--- config.mk ---
export PLATFORM = sky130hd
export DESIGN_NAME = fib_controller
export DESIGN_NICKNAME = d
export VERILOG_FILES = /design/src/rtl/fib_controller.sv
export SDC_FILE = /design/constraint.sdc
export NUM_CORES = 1
export LEC_CHECK = 0
export CAP_MARGIN = 10
export CORE_AREA = 2 2 39 41
export DETAILED_ROUTE_END_ITERATION = 8
export DIE_AREA = 0 0 41 43
export GPL_ROUTABILITY_DRIVEN = 0
export HOLD_SLACK_MARGIN = 0.1
export PLACE_DENSITY_LB_ADDON = 0.1
export SKIP_LAST_GASP = 1
export SLEW_MARGIN = 20
export SYNTH_ARGS = -nofsm -noshare
export SYNTH_HDL_FRONTEND = slang
export SYNTH_SLANG_ARGS = --single-unit
export TNS_END_PERCENT = 10
--- constraint.sdc ---
create_clock -name clk -period 3.6 [get_ports clk]
set_input_delay 1.08 -clock clk [delete_from_list [all_inputs] [get_ports clk]]
set_output_delay 1.08 -clock clk [all_outputs]
set_load 0.005 [all_outputs]
--- src/rtl/fib_controller.sv ---
// Control FSM for the Fibonacci datapath: sequences register-file loads and
// ALU operations so that R1 ends holding F(n) mod 2^size.
module fib_controller #(
    parameter int         size   = 4,
    parameter logic [2:0] OP_ADD = 3'b000,
    parameter logic [2:0] OP_SUB = 3'b001
) (
    input  logic            clk,
    input  logic            rst_n,
    input  logic            start,
    input  logic [size-1:0] n,
    input  logic            zero_flag,
    output logic [1:0]      wrt_addr,
    output logic [1:0]      rd_addr1,
    output logic [1:0]      rd_addr2,
    output logic            wrt_en,
    output logic            load_data,
    output logic [2:0]      alu_opcode,
    output logic [size-1:0] count,
    output logic            busy,
    output logic            done
);

    typedef enum logic [3:0] {
        S_IDLE,
        S_LOAD_N,
        S_LOAD_ONE,
        S_INIT_A,
        S_INIT_B,
        S_CHECK,
        S_ADD,
        S_FIX,
        S_DONE
    } state_t;

    // Register map: R0 down-counter, R1 F(k), R2 F(k-1), R3 constant 1.
    localparam logic [1:0] R_CNT = 2'd0;
    localparam logic [1:0] R_FK  = 2'd1;
    localparam logic [1:0] R_FK1 = 2'd2;
    localparam logic [1:0] R_ONE = 2'd3;

    state_t          state_q, state_d;
    logic [size-1:0] n_q, n_d;

    always_ff @(posedge clk) begin
        if (!rst_n) begin
            state_q <= S_IDLE;
            n_q     <= '0;
        end else begin
            state_q <= state_d;
            n_q     <= n_d;
        end
    end

    always_comb begin
        state_d    = state_q;
        n_d        = n_q;
        wrt_addr   = 2'd0;
        rd_addr1   = 2'd0;
        rd_addr2   = 2'd0;
        wrt_en     = 1'b0;
        load_data  = 1'b0;
        alu_opcode = OP_ADD;
        count      = '0;
        busy       = 1'b1;
        done       = 1'b0;

        unique case (state_q)
            S_IDLE: begin
                busy = 1'b0;
                if (start) begin
                    n_d     = n;
                    state_d = S_LOAD_N;
                end
            end
            S_LOAD_N: begin
                wrt_en    = 1'b1;
                load_data = 1'b1;
                wrt_addr  = R_CNT;
                count     = n_q;
                state_d   = S_LOAD_ONE;
            end
            S_LOAD_ONE: begin
                wrt_en    = 1'b1;
                load_data = 1'b1;
                wrt_addr  = R_ONE;
                count     = size'(1);
                state_d   = S_INIT_A;
            end
            S_INIT_A: begin
                wrt_en    = 1'b1;
                load_data = 1'b1;
                wrt_addr  = R_FK1;
                count     = '0;
                state_d   = S_INIT_B;
            end
            S_INIT_B: begin
                // F(0)=0 finishes here, so the counter is never decremented past zero.
                wrt_en    = 1'b1;
                load_data = 1'b1;
                wrt_addr  = R_FK;
                count     = (n_q == '0) ? '0 : size'(1);
                state_d   = (n_q == '0) ? S_DONE : S_CHECK;
            end
            S_CHECK: begin
                wrt_en     = 1'b1;
                rd_addr1   = R_CNT;
                rd_addr2   = R_ONE;
                wrt_addr   = R_CNT;
                alu_opcode = OP_SUB;
                state_d    = zero_flag ? S_DONE : S_ADD;
            end
            S_ADD: begin
                wrt_en     = 1'b1;
                rd_addr1   = R_FK;
                rd_addr2   = R_FK1;
                wrt_addr   = R_FK;
                alu_opcode = OP_ADD;
                state_d    = S_FIX;
            end
            S_FIX: begin
                // R1 already holds the new sum, so R1-R2 recovers the old R1.
                wrt_en     = 1'b1;
                rd_addr1   = R_FK;
                rd_addr2   = R_FK1;
                wrt_addr   = R_FK1;
                alu_opcode = OP_SUB;
                state_d    = S_CHECK;
            end
            S_DONE: begin
                busy    = 1'b0;
                done    = 1'b1;
                state_d = S_IDLE;
            end
            default: begin
                busy    = 1'b0;
                state_d = S_IDLE;
            end
        endcase
    end

endmodule

# [Word level (Yosys, flattened, before mapping)]
# Index checks and enable logic that the tools add are counted.
[classes] n_lt_le_gt_ge=0 n_bitwise=0 n_reduce_logical=9 div=0 shift=0 eq_ne=9 mux=13 mul=0 add_sub_neg=0
[ops] op="one-hot mux 4 bit (8 select lines)" n=1
[ops] op="== test 4 x 3 -> 1 bit (second input constant)" n=4
[ops] op="2-to-1 mux 4 bit" n=3
[ops] op="one-hot mux 4 bit (3 select lines)" n=1
[ops] op="== test 4 x 2 -> 1 bit (second input constant)" n=2
[ops] op="logical NOT 4 bit" n=2
[ops] op="OR reduction 2 bit" n=4
[ops] op="OR reduction 7 bit" n=1
[ops] op="2-to-1 mux 1 bit" n=6
[ops] op="one-hot mux 2 bit (3 select lines)" n=1
[ops] op="== test 4 x 1 -> 1 bit (second input constant)" n=1
[ops] op="== test 4 bit (second input constant)" n=1
[ops] op="one-hot mux 2 bit (2 select lines)" n=1
[ops] op="OR reduction 4 bit" n=1
[ops] op="!= test 2 bit (second input constant)" n=1
[ops] op="AND reduction 2 bit" n=1
[word_totals] mem_count=0 mem_bits_ro=0 latchBits=0 mem_bits_rw=0 elab_cells=33 regBits=8

# [Logic depth before layout (Yosys ltp)]
# Gate-level depths: netlist of run 1.
[logic_depth] word_depth=3 ltp_mapped=5 ltp_nobuf=3

# [Worst setup path after synthesis of run 1]
# OpenSTA, ideal clock, no wires.
[synth_timing] path_type="register -> output" startpoint="register state_q[2]" endpoint="output port wrt_en" path_buffers=2 arrival_time_ns=1.049 required_ns=2.520 stages_incl_launch_ff=6 setup_slack_ns=1.471 cell_sequence="dfxtp_1 buf_6 or2_2 nor2_1 nor2_1 buf_4"
[synth_via] elab_chain_len=3 elab_cells_between_ends=9 cone_classes="7 x eq/ne; 1 x mux; 1 x reduce/logical"
[synth_rtl] element="from (decl)" line_no="42" source="state_t state_q, state_d;"
[synth_rtl] element="from (signal assigned)" line_no="50" source="state_q <= state_d;"
[synth_rtl] element="== test 4 x 3 -> 1 bit (tied with other cells)"
[synth_rtl] element="OR reduction 7 bit (no line) (*)"
[synth_rtl] element="2-to-1 mux 1 bit (*)"
[synth_rtl] element="to (decl)" line_no="16" source="output logic wrt_en,"
# Every way passes the cells marked *; elsewhere a longest branch is shown, timed or not.

# [Worst setup path after layout of run 1]
[layout_timing] startpoint="register n_q[0]" endpoint="output port count[0]"
[layout_via] elab_chain_len=3
[layout_rtl] element="from (decl)" line_no="43" source="logic [size-1:0] n_q, n_d;"
[layout_rtl] element="from (signal assigned)" line_no="51" source="n_q <= n_d;"
[layout_rtl] element="logical NOT 4 bit" line_no="102" source="count = (n_q == '0) ? '0 : size'(1);"
[layout_rtl] element="2-to-1 mux 1 bit" line_no="102"
[layout_rtl] element="one-hot mux 4 bit (3 select lines) (*)" line_no="68" source="unique case (state_q)"
[layout_rtl] element="to (decl)" line_no="19" source="output logic [size-1:0] count,"
# Marked as above.

==> flow_summary.json, run 1 <==
{
  "status": "complete, no violations",
  "wl_per_cell_um": 11.1,
  "grt_max_degree": 12,
  "post-route-min-period_ns": 2.92,
  "critPathCaptureType": "primary output",
  "leakage_nw": 0.291,
  "n_fill_cell": 155,
  "fin_worst_skew_ns": 0.00287,
  "synth.avg_cell_area_um2": 7.52,
  "rsz0062_at_grt": "false",
  "clkLatencyLatePin_ns": 0.26,
  "hold_class": "reg -> reg",
  "ys_ff_latch": 8,
  "period_share_pct": 81.0,
  "path_class": "reg -> out",
  "cts_sinks": 8,
  "ctsHoldBuffers": 0,
  "die_h_um": 43,
  "drc": 0,
  "clockBufferDepth": 2,
  "io_buffers": 21,
  "globalRoute.totalOverflow": 0,
  "synth_top_cell_by_area": "dfxtp_1",
  "ios": 25,
  "finalSetupTns_ns": 0,
  "post-dp-hpwl_um": 880,
  "via_per_inst": 5.05,
  "post-route-cell-area_um2": 742,
  "crit_path_max_incr_delay_ns": 0.51,
  "synth_top_cell_area_share_pct": 30.0,
  "die_w_um": 41,
  "drtPass1Iterations": 4,
  "finalHoldViolations": 0,
  "worstMarginPinSlew_ns": 0.529,
  "max_freq_ghz": 0.343,
  "vdd_drop_max_mv": 0.164,
  "num_rows": 14,
  "finalMaxSlewViolations": 0,
  "maxCapViolations": 0,
  "timing.hold.ws_ns": 0.475,
  "critical_path.max_fanout": 3,
  "cts_tree": "built",
  "first_global_vias": 437,
  "power.total_uw": 249,
  "ctsResizeCount": 0,
  "root_buffer": "clkbuf_4",
  "numCtsBuffers": 3,
  "seq_area_frac_synth_pct": 30.0,
  "postCtsSetupBuffers": 0,
  "critPathTopFamily": "simple AND/OR/NAND/NOR gates",
  "grtUsageTotal_pct": 16.1,
  "power_density_mw_per_mm2": 336,
  "core_mm2": 0.00138,
  "syn_area_um2": 534,
  "h-tree-depth": 1,
  "grt_pass1_wl_um": 1900,
  "drive_gt1_share_pct": 6.74,
  "syn_inst": 71,
  "setup_violations": 0,
  "crit_path_cell_trace": "nor4_1 > nand2b_1 > a221oi_1 > clkdlybuf4s50_1",
  "num_vias": 530,
  "final_util_pct": 53.6,
  "drt_iter0_drc": 7,
  "layout_common_cells": "clkdlybuf4s50_1 (21), nand2_1 (11), nor2_1 (8), dfxtp_1 (8), mux2i_1 (5)",
  "wl_um": 1160,
  "antenna_found_initial": 0,
  "place_area_um2": 719,
  "cp.arrival_ns": 1.84,
  "start_util_pct": 38.6,
  "die_area_mm2": 0.00176,
  "relSlewSlack_pct": 64.4,
  "startpoint_type": "flip-flop",
  "yosysUniqueCellTypes": 25,
  "final_antenna_net_count": 0,
  "crit_required_ns": 2.52,
  "cp_num_buf_inv": 1,
  "cpMaxStageDelayCell": "nor4_1",
  "synth_area_leaders": "dfxtp_1 (30%), mux2i_1 (9.4%), nand2_1 (7.7%), buf_4 (5.6%), nor2_1 (5.6%)",
  "final_common_cell": "clkdlybuf4s50_1",
  "path_clk_slew_ns": 0.06,
  "syn2layout_area_growth_pct": 38.9,
  "yosysWarnings": 0,
  "fin_nets": 99,
  "num_antenna_cells": 0
}
worst paths after layout:
| kind | start | end | cells past startpoint | slack (ns) |
|---|---|---|---|---|
| max reg2reg | state_q[1] | n_q[2] | 3 | 2.12 |
| min reg2reg | n_q[3] | n_q[3] | 2 | 0.47 |
| max | n_q[0] | count[0] | 4 | 0.68 |
| min | n_q[3] | n_q[3] | 2 | 0.47 |
synth_stat cells:
library cell	n
or3_4	1
or2_2	1
dfxtp_1	8
nor3_1	3
buf_6	1
buf_4	4
or3_1	1
nor4_1	2
inv_1	3
a21o_1	2
nand2b_1	3
a211oi_1	1
nor2b_1	2
a21oi_1	2
clkbuf_1	3
nand2_1	11
o21ai_1	1
and2_1	3
conb_1	1
nor2_1	8
a221oi_1	1
mux2i_1	5
and3_1	1
a31oi_1	2
nor3b_4	1
worst min-delay path, delay by kind of cell, from the launching register on:
family        cells  cell delay (ns)
mux               1             0.05
flops             1             0.32
simple gates      1             0.05
state kept, by name, summed over array words and instances, names as in the netlist:
name and cells:
state_q 4, n_q 4
final cells by class:
class                      instances  area [um2]  area share [%]
inverter                           3        11.3            1.52
multi-input combinational         54         318            42.8
timing repair buffer              21         210            28.3
clock buffer                       3        22.5            3.04
sequential                         8         160            21.6
tap                               16        20.0            2.70
metrics by stage:
stage	instances	worst slack (ns)
after floorplan	73	1.47
after global placement	102	0.935
after detailed placement	102	0.940
after CTS	105	0.663
after global routing	105	0.501
final	105	0.684
cell families (layout without fill, tap and decap cells):
family          count (synthesis)  after routing  share of synthesized area, %
flops                           8              8                          30.0
other cells                     1              3                         0.702
simple gates                   37             37                          37.0
buf+inv                        11             27                          11.9
compound gates                  9              9                          11.0
mux                             5              5                          9.37
power by group:
group / internal (mW) / leakage, nW / switching [mW]
combinational: 0.0439 / 0.212 / 0.0299
sequential: 0.0949 / 0.0655 / 0.00883
clock: 0.0383 / 0.0138 / 0.0332
metal layers:
metal / vias to the layer above / track usage, % / share of wire (%)
met5: - / 0 / 0
met4: 0 / 12.0 / 2.7
met3: 4 / 3.14 / 6.8
met2: 27 / 21.6 / 45
met1: 229 / 21.7 / 45
li1: 270 / - / -
Power figures use the tool's default switching activity.
==> run 2: changes to the inputs <==
Settings changed: CORE_AREA 2 2 39 41 to not set, CORE_MARGIN set to 2, CORE_UTILIZATION set to 35, DIE_AREA 0 0 41 43 to not set.
Clock period 3.6 ns to 2.6 ns, I/O delays scaled along.
==> flow_summary.json, run 2 (synthesized netlist as in run 1, its figures left out) <==
{
  "leakage_nw": 0.306,
  "via_per_inst": 5.01,
  "crit_path_max_incr_delay_ns": 0.53,
  "antenna_found_initial": 0,
  "crit_required_ns": 1.82,
  "finalHoldViolations": 0,
  "critical_path.max_fanout": 9,
  "wl_per_cell_um": 11.0,
  "numCtsBuffers": 3,
  "drive_gt1_share_pct": 14.3,
  "fin_worst_skew_ns": 0.00113,
  "power.total_uw": 349,
  "num_rows": 14,
  "num_vias": 536,
  "hold_class": "reg -> reg",
  "globalRoute.totalOverflow": 0,
  "top_usage_layer": "met2",
  "io_buffers": 21,
  "start_util_pct": 36.3,
  "vdd_drop_max_mv": 0.285,
  "first_global_vias": 476,
  "wl_um": 1180,
  "status": "complete, no violations",
  "clockBufferDepth": 2,
  "drc": 0,
  "finalMaxSlewViolations": 0,
  "num_antenna_cells": 0,
  "fin_nets": 101,
  "h-tree-depth": 1,
  "post-route-cell-area_um2": 772,
  "place_area_um2": 734,
  "grt_max_degree": 12,
  "critPathCaptureType": "primary output",
  "met2_usage_pct": 20.6,
  "period_share_pct": 96.7,
  "path_class": "reg -> out",
  "postCtsSetupBuffers": 0,
  "ios": 25,
  "cp.arrival_ns": 1.73,
  "drtPass1Iterations": 4,
  "grtUsageTotal_pct": 13.9,
  "path_clk_slew_ns": 0.05,
  "crit_path_cell_trace": "or2_2 > a221oi_2 > clkdlybuf4s50_1",
  "power_density_mw_per_mm2": 453,
  "clkLatencyLatePin_ns": 0.25,
  "final_antenna_net_count": 0,
  "die_area_mm2": 0.00186,
  "max_freq_ghz": 0.398,
  "layout_common_cells": "clkdlybuf4s50_1 (21), nand2_1 (11), nor2_1 (8)",
  "maxCapViolations": 0,
  "largest_registers": "n_q (4), state_q (4)",
  "drt_iter0_drc": 5,
  "die_w_um": 43.1,
  "post-route-min-period_ns": 2.51,
  "rsz0062_at_grt": "true",
  "cpMaxStageDelayCell": "clkdlybuf4s50_1",
  "syn2layout_area_growth_pct": 44.5,
  "cts_sinks": 8,
  "use_met1_pct": 19.1,
  "setup_violations": 0,
  "use_met3_pct": 2.55,
  "post-dp-hpwl_um": 934,
  "grt_pass1_wl_um": 1990,
  "cts_tree": "built",
  "startpoint_type": "flip-flop",
  "root_buffer": "clkbuf_4",
  "die_h_um": 43.1,
  "final_common_cell": "clkdlybuf4s50_1",
  "core_mm2": 0.00147
}
==> run 2: cell count changes in the layout (fill, tap and decap cells not counted) <==
cell | previous run | this run
nor3_1 | 3 | 2
a221oi_1 | 1 | 0
nor3_2 | 0 | 1
dfxtp_1 | 8 | 5
buf_4 | 0 | 2
a221oi_2 | 0 | 1
dfxtp_2 | 0 | 3
==> run 2: cell type report <==
cell class | instances | area, um2
clock buffer | 3 | 22.5
fill | 146 | 699
tap | 16 | 20.0
timing repair buffer | 23 | 225
multi-input combinational | 54 | 329
inverter | 3 | 11.3
sequential | 8 | 164
==> run 2: path summary, 6_finish.rpt <==
path	to	start	depth (start not counted)	slack, ns
setup / recovery	count[0]	state_q[2]	3	0.09
hold / removal	n_q[3]	n_q[3]	2	0.48
setup reg to reg	n_q[3]	state_q[1]	3	1.18
hold reg to reg	n_q[3]	n_q[3]	2	0.48
==> run 2: worst max-delay path: cells and delay by family (launching register included) <==
kind	cells	cell delay, ns
buffers and inverters	1	0.53
AOI/OAI and AO/OA	1	0.26
DFF	1	0.36
and+or+nand+nor	1	0.34
==> run 2: layer usage <==
layer  share of wire [%]  vias up
met5                   0        -
met3                 4.8        2
met4                0.85        0
met2                  48       19
met1                  46      241
li1                    -      274
==> run 2: stage by stage <==
step	util, %	setup TNS (ns)	setup slack [ns]	cells	hold WS (ns)
6_report	52.5	0	0.0870	107	0.475
5_1_grt	52.5	-0.0131	-0.0131	107	0.501
4_1_cts	51.4	0	0.00239	107	0.480
3_5_place_dp	49.9	0	0.280	104	0.473
3_3_place_gp	49.9	0	0.288	104	0.467
2_1_floorplan	-	0	0.771	73	0.443
==> run 2: repair_timing <==
action / in CTS / in global routing
hold buffers: 0 / 0
endpoints found under the setup margin: 0 / 4
hold endpoints to repair: 0 / 0
gates resized for setup: 0 / 5
==> run 2: power breakdown <==
group          leakage, nW  switching (mW)  internal [mW]
clock               0.0138          0.0404         0.0527
combinational        0.225          0.0444         0.0669
sequential          0.0667          0.0126          0.132
==> run 3: changes to the inputs <==
Settings changed: REMOVE_ABC_BUFFERS set to 1.
==> flow_summary.json, run 3 (synthesized netlist as in run 1, its figures left out) <==
{
  "die_w_um": 43.1,
  "root_buffer": "clkbuf_4",
  "num_rows": 14,
  "start_util_pct": 36.3,
  "ctsHoldBuffers": 0,
  "rsz0062_at_grt": "true",
  "finalHoldViolations": 0,
  "wl_um": 1250,
  "numCtsBuffers": 3,
  "path_clk_slew_ns": 0.06,
  "grtUsageTotal_pct": 15.3,
  "die_h_um": 43.1,
  "vdd_drop_max_mv": 0.229,
  "h-tree-depth": 1,
  "p_clk_share_pct": 27.3,
  "startpoint_type": "flip-flop",
  "place_area_um2": 734,
  "largest_registers": "n_q (4), state_q (4)",
  "antenna_found_initial": 0,
  "drt_iter0_drc": 7,
  "fin_nets": 101,
  "grt_max_degree": 12,
  "period_share_pct": 98.6,
  "p_seq_share_pct": 41.0,
  "cts_sinks": 8,
  "crit_required_ns": 1.82,
  "path_class": "reg -> out",
  "drtPass1Iterations": 4,
  "io_buffers": 21,
  "drc": 0,
  "die_area_mm2": 0.00186,
  "cts_tree": "built",
  "critical_path.max_fanout": 9,
  "clkLatencyLatePin_ns": 0.25,
  "first_global_vias": 453,
  "syn2layout_area_growth_pct": 44.3,
  "grt_pass1_wl_um": 2100,
  "globalRoute.totalOverflow": 0,
  "maxCapViolations": 0,
  "critPathCaptureType": "primary output",
  "post-route-min-period_ns": 2.56,
  "power_density_mw_per_mm2": 458,
  "max_freq_ghz": 0.390,
  "cp.arrival_ns": 1.78,
  "drive_gt1_share_pct": 13.2,
  "ios": 25,
  "post-dp-hpwl_um": 918,
  "num_antenna_cells": 0,
  "switching_share_pct": 28.6,
  "p_sw_uw": 101,
  "leakage_nw": 0.306,
  "power.total_uw": 353,
  "finalMaxSlewViolations": 0,
  "wl_per_cell_um": 11.6,
  "combPwrFrac_pct": 31.8,
  "layout_common_cells": "clkdlybuf4s50_1 (21), nand2_1 (11), nor2_1 (8)",
  "post-route-cell-area_um2": 771,
  "via_per_inst": 4.83,
  "status": "complete, no violations",
  "final_antenna_net_count": 0,
  "reg2reg_slack_ns": 1.10,
  "fin_worst_skew_ns": 0.00855,
  "clockBufferDepth": 2,
  "hold_class": "reg -> reg",
  "core_mm2": 0.00147,
  "final_common_cell": "clkdlybuf4s50_1",
  "internal_power_uw": 252,
  "setup_violations": 0,
  "num_vias": 517
}
## run 3: cell count changes in the layout (fill, tap and decap cells not counted)
cell	before	now
dfxtp_1	5	6
dfxtp_2	3	2
## run 3: layout make-up
class	count	area [um2]
Clock buffer	3	22.5
Fill cell	147	701
Inverter	3	11.3
Multi-Input combinational cell	54	329
Sequential cell	8	163
Tap cell	16	20.0
Timing Repair Buffer	23	225
## run 3: stage by stage
stage | worst slack [ns] | utilization, % | cells | hold WS, ns | setup TNS (ns)
after floorplan | 0.830 | - | 65 | 0.443 | 0
after global placement | 0.273 | 49.9 | 104 | 0.462 | 0
after detailed placement | 0.253 | 49.9 | 104 | 0.465 | 0
after CTS | 0.00246 | 51.6 | 107 | 0.475 | 0
after global routing | -0.0484 | 52.4 | 107 | 0.501 | -0.0702
final | 0.0355 | 52.4 | 107 | 0.472 | 0
## run 3: critical path, stage by stage (launching register included)
cell             delay [ns]
dfxtp_2                0.36
or2_2                  0.34
a221oi_2               0.29
clkdlybuf4s50_1        0.54
## run 3: what timing repair did
item,CTS,global route
gates resized for setup,2,2
setup endpoints to repair,2,5
cloned,0,0
endpoints found under the hold margin,0,0
setup buffers,0,0
## run 3: final timing paths
| kind | depth (start not counted) | to | from |
|---|---|---|---|
| max | 3 | count[0] | state_q[2] |
| min | 2 | n_q[3] | n_q[3] |
| max reg2reg | 3 | n_q[0] | state_q[1] |
| min reg2reg | 2 | n_q[3] | n_q[3] |
## run 3: layer usage
layer,track usage [%],wire length (um),up-vias
met3,2.98,53,2
li1,-,-,277
met2,22.1,563,14
met4,9.09,10,0
met1,20.8,618,224
met5,0,0,-
## run 3: power groups by stage
| stage | combinational (mW) | clock [mW] | sequential, mW |
|---|---|---|---|
| floorplan | 0.0561 | 0 | 0.143 |
| global placement | 0.108 | 0 | 0.146 |
| detailed placement | 0.110 | 0 | 0.146 |
| CTS | 0.110 | 0.100 | 0.144 |
| global route | 0.124 | 0.107 | 0.146 |
| finish | 0.112 | 0.0963 | 0.145 |
